## src/rtl/ntlm_pkg.sv

```systemverilog
// Shared widths and types for the NTLM cracker datapath: candidate packing,
// counter width and the candidate generator state encoding.
package ntlm_pkg;

    localparam int unsigned CAND_W    = 128;
    localparam int unsigned LEN_W     = 4;
    localparam int unsigned CNT_W     = 40;
    localparam int unsigned MAX_CHARS = CAND_W / 8;

    typedef enum logic [1:0] {IDLE, RUN, DONE} gen_state_t;

    // Candidate string with the first n characters set to ch and the rest zero.
    function automatic logic [0:CAND_W-1] fill_chars(input logic [LEN_W-1:0] n,
                                                     input logic [7:0]       ch);
        logic [0:CAND_W-1] s;
        s = '0;
        for (int unsigned i = 0; i < MAX_CHARS; i++) begin
            if (i < 32'(n)) s[8*i +: 8] = ch;
        end
        return s;
    endfunction

endpackage

```

## src/rtl/password_candidate_gen_if.sv

```systemverilog
// Candidate handshake between the generator (master) and the hasher (slave).
interface password_candidate_gen_if;
    import ntlm_pkg::*;

    logic              cand_valid;
    logic              cand_ready;
    logic [0:CAND_W-1] cand_str;
    logic [0:LEN_W-1]  cand_len;

    modport master (output cand_valid, output cand_str, output cand_len, input  cand_ready);
    modport slave  (input  cand_valid, input  cand_str, input  cand_len, output cand_ready);

endinterface

```

## src/rtl/cand_odometer.sv

```systemverilog
// Combinational successor of a candidate: odometer over CHAR_LO..CHAR_HI with the
// last character as least significant digit; a carry out of index 0 grows the length.
module cand_odometer
    import ntlm_pkg::*;
#(
    parameter int         MAX_LEN = 8,
    parameter logic [7:0] CHAR_LO = 8'h61,
    parameter logic [7:0] CHAR_HI = 8'h7a
) (
    input  logic [0:CAND_W-1] cur_str,
    input  logic [0:LEN_W-1]  cur_len,
    output logic [0:CAND_W-1] next_str,
    output logic [0:LEN_W-1]  next_len,
    output logic              last_flag
);

    logic       carry;
    logic       all_hi;
    logic [7:0] ch;

    always_comb begin
        next_str = cur_str;
        next_len = cur_len;
        carry    = 1'b1;
        all_hi   = 1'b1;
        ch       = '0;
        for (int i = MAX_LEN - 1; i >= 0; i--) begin
            if (i < int'(cur_len)) begin
                ch = cur_str[8*i +: 8];
                if (ch != CHAR_HI) all_hi = 1'b0;
                if (carry) begin
                    if (ch == CHAR_HI) begin
                        next_str[8*i +: 8] = CHAR_LO;
                    end else begin
                        next_str[8*i +: 8] = ch + 8'd1;
                        carry              = 1'b0;
                    end
                end
            end
        end
        if (carry) begin
            next_len = cur_len + LEN_W'(1);
            next_str = fill_chars(next_len, CHAR_LO);
        end
        last_flag = (cur_len == LEN_W'(MAX_LEN)) && all_hi;
    end

endmodule

```

## src/rtl/password_candidate_gen.sv

```systemverilog
// Brute-force password candidate source: enumerates every string over a contiguous
// charset in length-then-lexicographic order, one candidate per accepted handshake.
module password_candidate_gen
    import ntlm_pkg::*;
#(
    parameter int         MIN_LEN = 1,
    parameter int         MAX_LEN = 8,
    parameter logic [7:0] CHAR_LO = 8'h61,
    parameter logic [7:0] CHAR_HI = 8'h7a
) (
    input  logic                     clk,
    input  logic                     rst,
    input  logic                     start,
    input  logic                     abort,
    password_candidate_gen_if.master cand,
    output logic                     busy,
    output logic                     done,
    output logic [CNT_W-1:0]         cand_count
);

    localparam logic [0:CAND_W-1] INIT_STR = fill_chars(LEN_W'(MIN_LEN), CHAR_LO);

    gen_state_t        state;
    logic [0:CAND_W-1] next_str;
    logic [0:LEN_W-1]  next_len;
    logic              last_flag;

    cand_odometer #(
        .MAX_LEN (MAX_LEN),
        .CHAR_LO (CHAR_LO),
        .CHAR_HI (CHAR_HI)
    ) u_odometer (
        .cur_str   (cand.cand_str),
        .cur_len   (cand.cand_len),
        .next_str  (next_str),
        .next_len  (next_len),
        .last_flag (last_flag)
    );

    always_ff @(posedge clk) begin
        if (rst) begin
            state           <= IDLE;
            cand.cand_valid <= 1'b0;
            cand.cand_str   <= '0;
            cand.cand_len   <= '0;
            busy            <= 1'b0;
            done            <= 1'b0;
            cand_count      <= '0;
        end else begin
            case (state)
                IDLE, DONE: begin
                    if (abort) begin
                        state           <= IDLE;
                        cand.cand_valid <= 1'b0;
                        busy            <= 1'b0;
                        done            <= 1'b0;
                    end else if (start) begin
                        state           <= RUN;
                        cand.cand_valid <= 1'b1;
                        cand.cand_str   <= INIT_STR;
                        cand.cand_len   <= LEN_W'(MIN_LEN);
                        busy            <= 1'b1;
                        done            <= 1'b0;
                        cand_count      <= '0;
                    end
                end
                RUN: begin
                    // valid is always high in RUN, so ready alone marks a transfer
                    if (cand.cand_ready) cand_count <= cand_count + CNT_W'(1);
                    if (abort) begin
                        state           <= IDLE;
                        cand.cand_valid <= 1'b0;
                        busy            <= 1'b0;
                        done            <= 1'b0;
                    end else if (cand.cand_ready) begin
                        if (last_flag) begin
                            state           <= DONE;
                            cand.cand_valid <= 1'b0;
                            busy            <= 1'b0;
                            done            <= 1'b1;
                        end else begin
                            cand.cand_str <= next_str;
                            cand.cand_len <= next_len;
                        end
                    end
                end
                default: state <= IDLE;
            endcase
        end
    end

endmodule
```

## src/flat_wrapper.sv

```systemverilog
// flat-port wrapper written by rule: the top's interface ports become plain ports
module password_candidate_gen_flat import ntlm_pkg::*;
#(
    parameter int         MIN_LEN = 1,
    parameter int         MAX_LEN = 8,
    parameter logic [7:0] CHAR_LO = 8'h61,
    parameter logic [7:0] CHAR_HI = 8'h7a
)
  (clk, rst, start, abort, busy, done, cand_count, cand_cand_valid, cand_cand_str, cand_cand_len, cand_cand_ready);
  password_candidate_gen_if cand_i ();
  input  logic clk;
  input  logic rst;
  input  logic start;
  input  logic abort;
  output logic busy;
  output logic done;
  output logic [CNT_W-1:0] cand_count;
  output wire logic [$bits(cand_i.cand_valid)-1:0] cand_cand_valid;
  output wire logic [$bits(cand_i.cand_str)-1:0] cand_cand_str;
  output wire logic [$bits(cand_i.cand_len)-1:0] cand_cand_len;
  input wire logic [$bits(cand_i.cand_ready)-1:0] cand_cand_ready;
  assign cand_cand_valid = cand_i.cand_valid;
  assign cand_cand_str = cand_i.cand_str;
  assign cand_cand_len = cand_i.cand_len;
  assign cand_i.cand_ready = cand_cand_ready;
  password_candidate_gen #(.MIN_LEN(MIN_LEN), .MAX_LEN(MAX_LEN), .CHAR_LO(CHAR_LO), .CHAR_HI(CHAR_HI)) u_core (.clk(clk), .rst(rst), .start(start), .abort(abort), .cand(cand_i), .busy(busy), .done(done), .cand_count(cand_count));
endmodule
```

## config.mk

```make
export PLATFORM = sky130hd
export DESIGN_NAME = password_candidate_gen_flat
export DESIGN_NICKNAME = d
export VERILOG_FILES = /design/src/rtl/ntlm_pkg.sv /design/src/rtl/password_candidate_gen_if.sv /design/src/rtl/cand_odometer.sv /design/src/rtl/password_candidate_gen.sv /design/src/flat_wrapper.sv
export SDC_FILE = /design/constraint.sdc
export NUM_CORES = 1
export LEC_CHECK = 0
export ABC_AREA = 1
export BUFFER_PORTS_ARGS = -buffer_cell sky130_fd_sc_hd__buf_2
export CAP_MARGIN = 20
export CORE_MARGIN = 2
export CORE_UTILIZATION = 48
export CTS_BUF_LIST = sky130_fd_sc_hd__clkbuf_4 sky130_fd_sc_hd__clkbuf_8
export DETAILED_ROUTE_END_ITERATION = 8
export MAX_ROUTING_LAYER = met4
export PLACE_DENSITY = 0.75
export SYNTH_ARGS = -nofsm -noshare
export SYNTH_HDL_FRONTEND = slang
export SYNTH_SLANG_ARGS = --single-unit
```

## constraint.sdc

```tcl
create_clock -name clk -period 3.1 [get_ports clk]
set_clock_uncertainty 0.15 [all_clocks]
set_input_delay 0.62 -clock clk [delete_from_list [all_inputs] [get_ports clk]]
set_output_delay 0.62 -clock clk [all_outputs]
set_load 0.03 [all_outputs]
```

==> results of run 1 <==
[layer usage]
metal  track usage, %  wire [microns]  part of all wire [%]  up-vias
li1                 -               -                     -     4005
met1             29.9            8840                    44     3450
met2             39.5            9550                    47      272
met3             5.09            1370                   6.8       37
met4             8.45             413                   2.0        0
met5                -               0                     0        -
[worst min-delay path by stage]
stage	startpoint	endpoint	cells after the start
2_1_floorplan	u_core.state[1]	u_core.state[1]	2
3_3_place_gp	u_core.cand_count[38]	u_core.cand_count[38]	1
3_5_place_dp	u_core.cand_count[38]	u_core.cand_count[38]	1
4_1_cts	cand_cand_ready	u_core.cand_count[1]	3
5_1_grt	cand_cand_ready	u_core.cand_count[1]	3
6_report	cand_cand_ready	u_core.cand_count[1]	3
[worst reg2reg max path: stages (launching register included)]
cell	delay (ps)
dfxtp_1	470
inv_1	110
ha_1	210
o21ai_0	230
nand2_1	150
nand4_1	160
nor2_1	70
nand4_2	130
nand2_2	160
inv_1	510
o211ai_1	180
nand2_1	110
nand2_1	50
nor2_1	90
[cell usage in the layout, fill, tap and decap left out, types with 4 or more instances in the layout]
cell type / synthesis / routed
nand4_1: 14 / 14
conb_1: 1 / 43
nor2_4: 5 / 6
nor4_1: 4 / 4
a21oi_1: 97 / 97
ha_1: 20 / 20
nor3_2: 4 / 4
nand3b_1: 4 / 4
nand2_1: 273 / 273
buf_4: 67 / 8
nand3_1: 72 / 72
nor2_1: 178 / 178
nand2_2: 6 / 6
xor2_1: 16 / 16
a31oi_1: 4 / 4
xnor2_1: 4 / 4
clkbuf_8: 0 / 18
dfxtp_1: 119 / 119
o21ai_0: 53 / 53
o21ai_1: 4 / 4
bufinv_16: 0 / 6
nor3_1: 56 / 56
buf_2: 4 / 136
nand3_2: 10 / 10
o21a_1: 4 / 4
inv_1: 160 / 160
nor2_2: 5 / 4
inv_2: 5 / 5
[area by class of cell]
class,count,area [sq um]
Multi-Input combinational cell,885,4270
Clock inverter,12,223
Tap cell,216,270
Timing Repair Buffer,144,741
Sequential cell,119,2380
Clock buffer,20,263
Fill cell,1600,7060
Inverter,165,619
[through the flow]
stage               worst slack, ps  std cells  hold WS [ps]  utilization [%]  instance area [sq um]
floorplan                       664       1258           337                -                   7890
global placement                422       1529           316             52.3                   8280
detailed placement              335       1529           323             52.3                   8280
CTS                             277       1561           298             55.4                   8760
global route                   74.8       1561           320             55.4                   8770
finish                          285       1561           317             55.4                   8770
[cell families (layout without fill, tap and decap cells)]
| kind of cell | count (synthesis) | count (layout) | share of synthesized area (%) |
|---|---|---|---|
| AOI/OAI and AO/OA | 165 | 165 | 11.0 |
| buffers and inverters | 254 | 341 | 16.0 |
| other | 1 | 43 | 0.0485 |
| DFF | 119 | 119 | 30.8 |
| and+or+nand+nor | 637 | 637 | 36.6 |
| adders and majority gates | 20 | 20 | 3.24 |
| xor gates and xnor gates | 20 | 20 | 2.27 |
[flip-flops by register name, summed over array words and instances, names as in the netlist]
name	count
u_core.cand.cand_str	71
u_core.done	1
u_core.cand.cand_len	4
u_core.busy	1
u_core.cand_count	40
u_core.state	2
[power by group]
| group | internal, mW | total [mW] | leakage (nW) | switching [mW] |
|---|---|---|---|---|
| combinational | 0.162 | 0.644 | 2.85 | 0.482 |
| sequential | 1.58 | 1.64 | 0.966 | 0.0592 |
| clock | 1.08 | 1.73 | 0.240 | 0.652 |
| total | 2.82 | 4.01 | 4.06 | 1.19 |
[repair_timing]
item,4_1_cts,5_1_grt
resized for setup,0,1
hold buffers,0,0
endpoints found under the hold margin,0,0
endpoints found under the setup margin,0,3
==> results_dict.tcl, run 1 <==
set metrics [dict create \
    crit_family "simple AND/OR/NAND/NOR gates" \
    reg2reg_to "u_core.cand.cand_str[19]" \
    power.density_nw_per_um2 457 \
    routabilityCongestion 0.940 \
    cpMostUsedCell "nand2_1" \
    max_cap_viol_count 0 \
    syn2layout_area_growth_pct 13.4 \
    setup_tns_ps 0 \
    coreArea_sq_um 15800 \
    drive_gt1_share_pct 16.1 \
    hold_viol 0 \
    ant_nets 0 \
    async_reset_ff_share_pct 0 \
    ys_seq_area_share_pct 30.8 \
    routedWlPerCell_microns 12.9 \
    netlist_instances 1216 \
    initial_core_util_pct 48.8 \
    htreeDepth 4 \
    antenna_cells 0 \
    cts_tree "built" \
    grt_max_degree 45 \
    grt_pass1_wl_microns 32200 \
    route.vias.total 7764 \
    path_class "flip-flop to flip-flop" \
    outcome "finished clean" \
    grt_pass1_vias 6879 \
    p_leak_nw 4.06 \
    drt-total-wl_microns 20200 \
    critPathMaxStageDelay_ps 510 \
    die_x_microns 131 \
    slew_headroom_pct 47.2 \
    tightest_slew_ps 791 \
    setup_viol 0 \
    cts_buffer_depth 2 \
    yosys_most_used_dff "dfxtp_1" \
    total_power_mw 4.01 \
    cp-endpoint "u_core.cand.cand_str[19]" \
    cp_num_buf_inv 2 \
    r2r_setup_slack_ps 280 \
    insertion_delay_ps 460 \
    max_freq_ghz 0.355 \
    nNetsFinal 1357 \
    synth_area_sq_um 7730 \
    grt.total_usage_pct 24.3 \
    arrival_ps 3070 \
    die_y_microns 131 \
    firstDrtPassIters 5 \
    antenna_found_initial 0 \
    hpwl_microns 14800 \
    startpoint "u_core.cand.cand_len[2]" \
    cts_made_buffers 17 \
    yosysUniqueCellTypes 37 \
    synth_common_cells "273 x nand2_1, 178 x nor2_1, 160 x inv_1, 119 x dfxtp_1, 97 x a21oi_1" \
    cts_setup_buffers 0 \
    grt_overflow 0 \
    row_count 46 \
    r2r_start "u_core.cand.cand_len[2]" \
    cts-root-buf "clkbuf_8" \
    fin_crit_ps 2820 \
    worst-path-stages 13 \
    crit_path_start_kind "flip-flop" \
    synth_top_area_share_pct 30.8 \
    port_buffers 136 \
    syn_area_per_cell_sq_um 6.36 \
    critPathSlowestCell "inv_1" \
    synth_edf_count 0 \
    post-synth-top-count-cell "nand2_1" \
    required_ps 3350 \
    path_clk_slew_ps 80 \
    crit_path_max_fanout 13 \
    crit_path_end_kind "flip-flop" \
    synth_top_area_cell "dfxtp_1" \
    dieArea_sq_um 17100 \
    crit_chain "inv_1 -> ha_1 -> o21ai_0 -> nand2_1 -> nand4_1 -> nor2_1 -> nand4_2 -> nand2_2 -> inv_1 -> o211ai_1 -> nand2_1 -> nand2_1 -> nor2_1" \
    io_pins 180 \
    r2r_cells 13 \
    drt_iter0_markers 592 \
    yosys_warnings 0 \
    ys_seq_elements 119 \
    drc 0 \
    rsz0062_at_grt "false" \
    peakVddDrop_mv 0.259 \
    numClockSinks 119 \
    hold_path_class "primary input to flip-flop" \
    synth.area.top_cells "dfxtp_1 31%, nand2_1 13%, nor2_1 8.6%, inv_1 7.8%, buf_4 6.5%" \
    maxSlewViolCount 0 \
    vias_per_cell 4.97 \
    finalCritPeriodShare_pct 90.8 \
]
Note: power is estimated with default switching activity, not from simulation.
==> inputs of run 2 (changes only) <==
--- a/config.mk
+++ b/config.mk
@@ -9,11 +9,11 @@
 export BUFFER_PORTS_ARGS = -buffer_cell sky130_fd_sc_hd__buf_2
 export CAP_MARGIN = 20
 export CORE_MARGIN = 2
-export CORE_UTILIZATION = 48
+export CORE_UTILIZATION = 45
 export CTS_BUF_LIST = sky130_fd_sc_hd__clkbuf_4 sky130_fd_sc_hd__clkbuf_8
 export DETAILED_ROUTE_END_ITERATION = 8
 export MAX_ROUTING_LAYER = met4
-export PLACE_DENSITY = 0.75
+export PLACE_DENSITY = 0.69
 export SYNTH_ARGS = -nofsm -noshare
 export SYNTH_HDL_FRONTEND = slang
 export SYNTH_SLANG_ARGS = --single-unit
==> run 2 against run 1 <==
  * Total power shrank 5.7%
  * Worst hold slack lost 9.9 ps
  * First-iteration DRC count shrank 18%
  * Critical path depth grew 2
  * Non-clock buffer count grew 1
  * Cell count grew 0.38%
  * Via count grew 0.66%
  * Register-to-register slack gained 40 ps
  * Sequential cell count is the same
  * Sequential power is essentially flat
  * Critical endpoint is now u_core.cand.cand_str[22]
  * Largest power group is now sequential cells
==> results_dict.tcl, run 2 (same netlist as run 1, synthesis figures left out) <==
set metrics [dict create \
    initial_core_util_pct 46.3 \
    vias_per_cell 4.99 \
    routedWlPerCell_microns 12.9 \
    routed-wl-met3_microns 1140 \
    worstHoldStart "cand_cand_ready" \
    fin_util_pct 52.2 \
    hold_viol 0 \
    setup_viol 0 \
    crit_path_max_fanout 14 \
    p_leak_nw 4.02 \
    fin_crit_ps 2780 \
    routabilityCongestion 0.947 \
    grt_overflow 0 \
    max_freq_ghz 0.360 \
    drt-total-wl_microns 20200 \
    insertion_delay_ps 440 \
    r2r_setup_slack_ps 320 \
    rsz0062_at_grt "false" \
    path_clk_slew_ps 70 \
    nNetsFinal 1358 \
    hold_path_class "primary input to flip-flop" \
    reg_top3 "u_core.cand.cand_str: 71 flops, u_core.cand_count: 40 flops, u_core.cand.cand_len: 4 flops" \
    finalCritPeriodShare_pct 89.6 \
    drt-met1-wl_microns 9270 \
    firstDrtPassIters 8 \
    cts_setup_buffers 0 \
    whs_endpoint "u_core.cand_count[1]" \
    drc 0 \
    power.switching_mw 1.19 \
    path_class "flip-flop to flip-flop" \
    r2r_start "u_core.cand.cand_str[31]" \
    crit_path_end_kind "flip-flop" \
    drt_iter0_markers 484 \
    row_count 47 \
    cts_made_buffers 17 \
    largest_register_ff_count 71 \
    power.share.clock_pct 39.8 \
    power.density_nw_per_um2 434 \
    postCtsHoldBufs 0 \
    required_ps 3290 \
    drive_gt1_share_pct 16.2 \
    cp_num_buf_inv 3 \
    arrival_ps 2970 \
    grt.total_usage_pct 22.8 \
    cts_tree "built" \
    cts_buffer_depth 2 \
    hold_path_depth 3 \
    numClockSinks 119 \
    port_buffers 136 \
    syn2layout_area_growth_pct 12.8 \
    swShare_pct 31.4 \
    holdWs_ps 307 \
    intPower_mw 2.59 \
    grt_pass1_wl_microns 32900 \
    crit_family "simple AND/OR/NAND/NOR gates" \
    seq_power_share_pct 43.2 \
    comb_power_share_pct 17.0 \
    tightest_slew_ps 825 \
    grt_pass1_vias 6905 \
    maxSlewViolCount 0 \
    layout_common_cells "273 x nand2_1, 178 x nor2_1, 159 x inv_1, 136 x buf_2, 119 x dfxtp_1" \
    antenna_found_initial 1 \
    slew_headroom_pct 44.9 \
    peakVddDrop_mv 0.280 \
    io_pins 180 \
    cpMostUsedCell "nand2_1" \
    crit_chain "inv_1 -> ha_1 -> nand3_1 -> nand3b_1 -> nand2_1 -> inv_1 -> nor2_1 -> nand4_2 -> buf_4 -> nand3_1 -> nand2_1 -> nor2_2 -> nand2_1 -> nand2_1 -> nor2_1" \
    nFillCells 1707 \
    numPlacedInstances 1534 \
    finalNonFillerCells 1567 \
    outcome "finished clean" \
    pre_cts_ws_ps 304 \
    crit_path_start_kind "flip-flop" \
    coreArea_sq_um 16700 \
    finalWorstSetupSlack_ps 322 \
    htreeDepth 4 \
    top_layer "met4" \
    critPathSlowestCell "nor2_2" \
    hpwl_microns 15000 \
    wl_met2_microns 9440 \
    reg2reg_to "u_core.cand.cand_str[22]" \
    dieArea_sq_um 18200 \
    max_cap_viol_count 0 \
    layout_commonest_cell "nand2_1" \
    worst-path-stages 15 \
    regMostFlops "u_core.cand.cand_str" \
    r2r_cells 15 \
    setup_tns_ps 0 \
    die_y_microns 135 \
    critPathMaxStageDelay_ps 450 \
    ant_nets 0 \
    die_x_microns 135 \
    route.vias.total 7815 \
    cts-root-buf "clkbuf_8" \
    grt_max_degree 45 \
]
## run 2: cell types whose count changed in the layout (fill, tap and decap cells not counted), moves of 2 or more
cell | before | now
bufinv_16 | 6 | 3
clkinv_2 | 2 | 4
clkbuf_8 | 18 | 20
clkinvlp_4 | 2 | 4
clkbuf_4 | 2 | 0
## run 2: power by group through the flow
stage                     combinational (mW)  sequential, mW  clock [mW]
after floorplan                        0.457            1.75           0
after global placement                 0.635            1.67           0
after detailed placement               0.640            1.67           0
after CTS                              0.643            1.63        1.53
after global routing                   0.712            1.64        1.60
final                                  0.643            1.64        1.50
## run 2: worst min-delay path, cell delays in order
cell and delay (ps):
buf_2 110, nand3_1 70, a21oi_1 60
## run 2: layout make-up
class                   instances  area [sq um]  area share (%)
multi-input cells             885          4270            48.9
well taps                     220           275            3.16
flip-flops and latches        119          2380            27.3
clock buffers                  20           275            3.16
repair buffers                145           748            8.58
clock inverters                12           150            1.72
inverters                     165           623            7.14
diodes                          1          2.50          0.0287
## run 2: worst max-delay path by stage
stage	from	end	slack, ps
global placement	u_core.cand.cand_len[2]	u_core.cand.cand_str[19]	370
global route	u_core.cand.cand_str[30]	u_core.cand.cand_str[97]	30
detailed placement	u_core.cand.cand_len[2]	u_core.cand.cand_str[19]	300
floorplan	u_core.cand.cand_str[30]	u_core.cand.cand_str[19]	660
CTS	u_core.cand.cand_len[2]	u_core.cand.cand_str[19]	280
finish	u_core.cand.cand_str[31]	u_core.cand.cand_str[22]	320
## run 2: what timing repair did
| item | 4_1_cts | 5_1_grt |
|---|---|---|
| resized for setup | 0 | 1 |
| endpoints found under the setup margin | 0 | 1 |
| endpoints found under the hold margin | 0 | 0 |
## run 2: stage by stage
step | cell area, sq um | power [mW]
after global routing | 8720 | 3.95
final | 8720 | 3.78
after detailed placement | 8290 | 2.31
after floorplan | 7890 | 2.21
after CTS | 8720 | 3.81
after global placement | 8290 | 2.30
## run 2: routing by layer
metal / vias up / track usage, %
met5: - / -
met4: 0 / 6.66
met3: 26 / 4.35
met2: 230 / 37.2
met1: 3553 / 28.9
li1: 4006 / -
==> inputs of run 3 (changes only) <==
==> constraint.sdc (replaced) <==
create_clock -name clk -period 3.07 [get_ports clk]
set_clock_uncertainty 0.15 [all_clocks]
set_input_delay 0.614 -clock clk [delete_from_list [all_inputs] [get_ports clk]]
set_output_delay 0.614 -clock clk [all_outputs]
set_load 0.03 [all_outputs]
==> run 3 against run 2 <==
  * Cell count is the same
  * Non-clock buffer count is the same
  * Die area is the same
  * Global-route usage grew 0.36 points
  * Critical path type unchanged
  * Largest cell class unchanged
==> results_dict.tcl, run 3 (same netlist as run 1, synthesis figures left out) <==
set metrics [dict create \
    outcome "finished clean" \
    regMostFlops "u_core.cand.cand_str" \
    crit_path_start_kind "flip-flop" \
    cts_resized 0 \
    drt-total-wl_microns 20200 \
    dieArea_sq_um 18200 \
    grt_pass1_wl_microns 33400 \
    r2r_setup_slack_ps 350 \
    die_x_microns 135 \
    nFillCells 1732 \
    numClockSinks 119 \
    maxSlewViolCount 0 \
    fin_util_pct 52.1 \
    routedWlPerCell_microns 12.9 \
    antenna_found_initial 1 \
    routabilityCongestion 0.935 \
    cts_setup_buffers 0 \
    syn2layout_area_growth_pct 12.5 \
    vias_per_cell 4.97 \
    worstHoldStart "cand_cand_ready" \
    largest_register_ff_count 71 \
    port_buffers 136 \
    setup_tns_ps 0 \
    peakVddDrop_mv 0.307 \
    tightest_slew_ps 858 \
    intPower_mw 2.52 \
    htreeDepth 4 \
    layout_common_cells "273 x nand2_1, 178 x nor2_1, 160 x inv_1, 136 x buf_2, 119 x dfxtp_1" \
    postCtsHoldBufs 0 \
    row_count 47 \
    r2r_start "u_core.cand.cand_str[39]" \
    grt_pass1_vias 7067 \
    power.share.clock_pct 39.2 \
    drt_iter0_markers 574 \
    seq_power_share_pct 43.7 \
    cts-root-buf "clkbuf_8" \
    drt-met1-wl_microns 8930 \
    power.density_nw_per_um2 434 \
    layout_commonest_cell "nand2_1" \
    path_clk_slew_ps 80 \
    max_freq_ghz 0.368 \
    initial_core_util_pct 46.3 \
    route.vias.total 7790 \
    hold_viol 0 \
    comb_power_share_pct 17.1 \
    path_class "flip-flop to flip-flop" \
    cts_made_buffers 17 \
    coreArea_sq_um 16700 \
    fin_crit_ps 2720 \
    whs_endpoint "u_core.cand_count[1]" \
    top_layer "met4" \
    reg2reg_to "u_core.cand.cand_str[52]" \
    arrival_ps 2900 \
    insertion_delay_ps 460 \
    nNetsFinal 1358 \
    rsz0062_at_grt "false" \
    setup_viol 0 \
    routed-wl-met3_microns 1510 \
    io_pins 180 \
    finalWorstSetupSlack_ps 349 \
    cts_buffer_depth 2 \
    crit_path_max_fanout 23 \
    die_y_microns 135 \
    r2r_cells 14 \
    wl_met2_microns 9470 \
    pre_cts_ws_ps 335 \
    grt.total_usage_pct 23.2 \
    cts_tree "built" \
    grt_overflow 0 \
    drc 0 \
    hpwl_microns 14800 \
    ant_nets 0 \
    crit_path_end_kind "flip-flop" \
    reg_top3 "u_core.cand.cand_str: 71 flops, u_core.cand_count: 40 flops, u_core.cand.cand_len: 4 flops" \
    drive_gt1_share_pct 16.1 \
    slew_headroom_pct 42.7 \
    max_cap_viol_count 0 \
    firstDrtPassIters 5 \
    hold_path_depth 3 \
    swShare_pct 33.1 \
    hold_path_class "primary input to flip-flop" \
    required_ps 3250 \
    power.switching_mw 1.25 \
    p_leak_nw 4.02 \
    finalCritPeriodShare_pct 88.6 \
    grt_max_degree 45 \
]
[run 3: cell types whose count changed in the layout (fill, tap and decap cells not counted)]
cell       delta
clkinv_2      -2
inv_1         +1
bufinv_16     -1
clkinv_4      -1
inv_6         +4
clkbuf_8      -1
[run 3: through the flow]
stage	instances	cell area, sq um	power [mW]	hold WS [ps]
floorplan	1258	7890	2.23	337
global placement	1534	8290	2.32	303
detailed placement	1534	8290	2.33	319
CTS	1566	8700	3.80	267
global route	1567	8700	3.95	291
finish	1567	8700	3.77	287
[run 3: worst max path at each step]
stage	to	cells after the start	start	slack, ps
2_1_floorplan	u_core.cand.cand_str[19]	14	u_core.cand.cand_str[30]	630
3_3_place_gp	u_core.cand.cand_str[53]	14	u_core.cand.cand_str[39]	360
3_5_place_dp	u_core.cand.cand_str[52]	14	u_core.cand.cand_str[39]	340
4_1_cts	u_core.cand.cand_str[52]	14	u_core.cand.cand_str[39]	330
5_1_grt	u_core.cand.cand_str[18]	15	u_core.cand.cand_str[39]	30
6_report	u_core.cand.cand_str[52]	14	u_core.cand.cand_str[39]	350
[run 3: power groups by stage]
| stage | clock (mW) | sequential [mW] | combinational (mW) |
|---|---|---|---|
| floorplan | 0 | 1.77 | 0.462 |
| global placement | 0 | 1.68 | 0.638 |
| detailed placement | 0 | 1.68 | 0.644 |
| CTS | 1.50 | 1.65 | 0.646 |
| global route | 1.57 | 1.66 | 0.722 |
| finish | 1.48 | 1.65 | 0.645 |
[run 3: layout make-up]
type                       instances  area (sq um)  share of cell area (%)
multi-input combinational        885          4270                    49.0
sequential                       119          2380                    27.4
timing repair buffer             145           748                    8.60
inverter                         165           619                    7.12
tap                              220           275                    3.16
clock buffer                      19           262                    3.01
clock inverter                    13           144                    1.65
antenna                            1          2.50                  0.0288
[run 3: routing by layer]
| layer | GRT usage (%) | vias up |
|---|---|---|
| met4 | 7.00 | 0 |
| met1 | 28.0 | 3489 |
| met2 | 38.7 | 272 |
| met5 | - | - |
| met3 | 5.22 | 27 |
| li1 | - | 4002 |
[run 3: worst max-delay path: stages, from the launching register on]
cell	delay [ps]
dfxtp_1	350
inv_1	110
ha_1	160
nand2_1	50
nor2_1	80
nand2_1	130
nand2_1	150
nand4_1	150
nor2_1	150
nand4_2	140
buf_4	260
nand3_1	140
nand3_2	270
o21ai_0	250
nor2_1	50
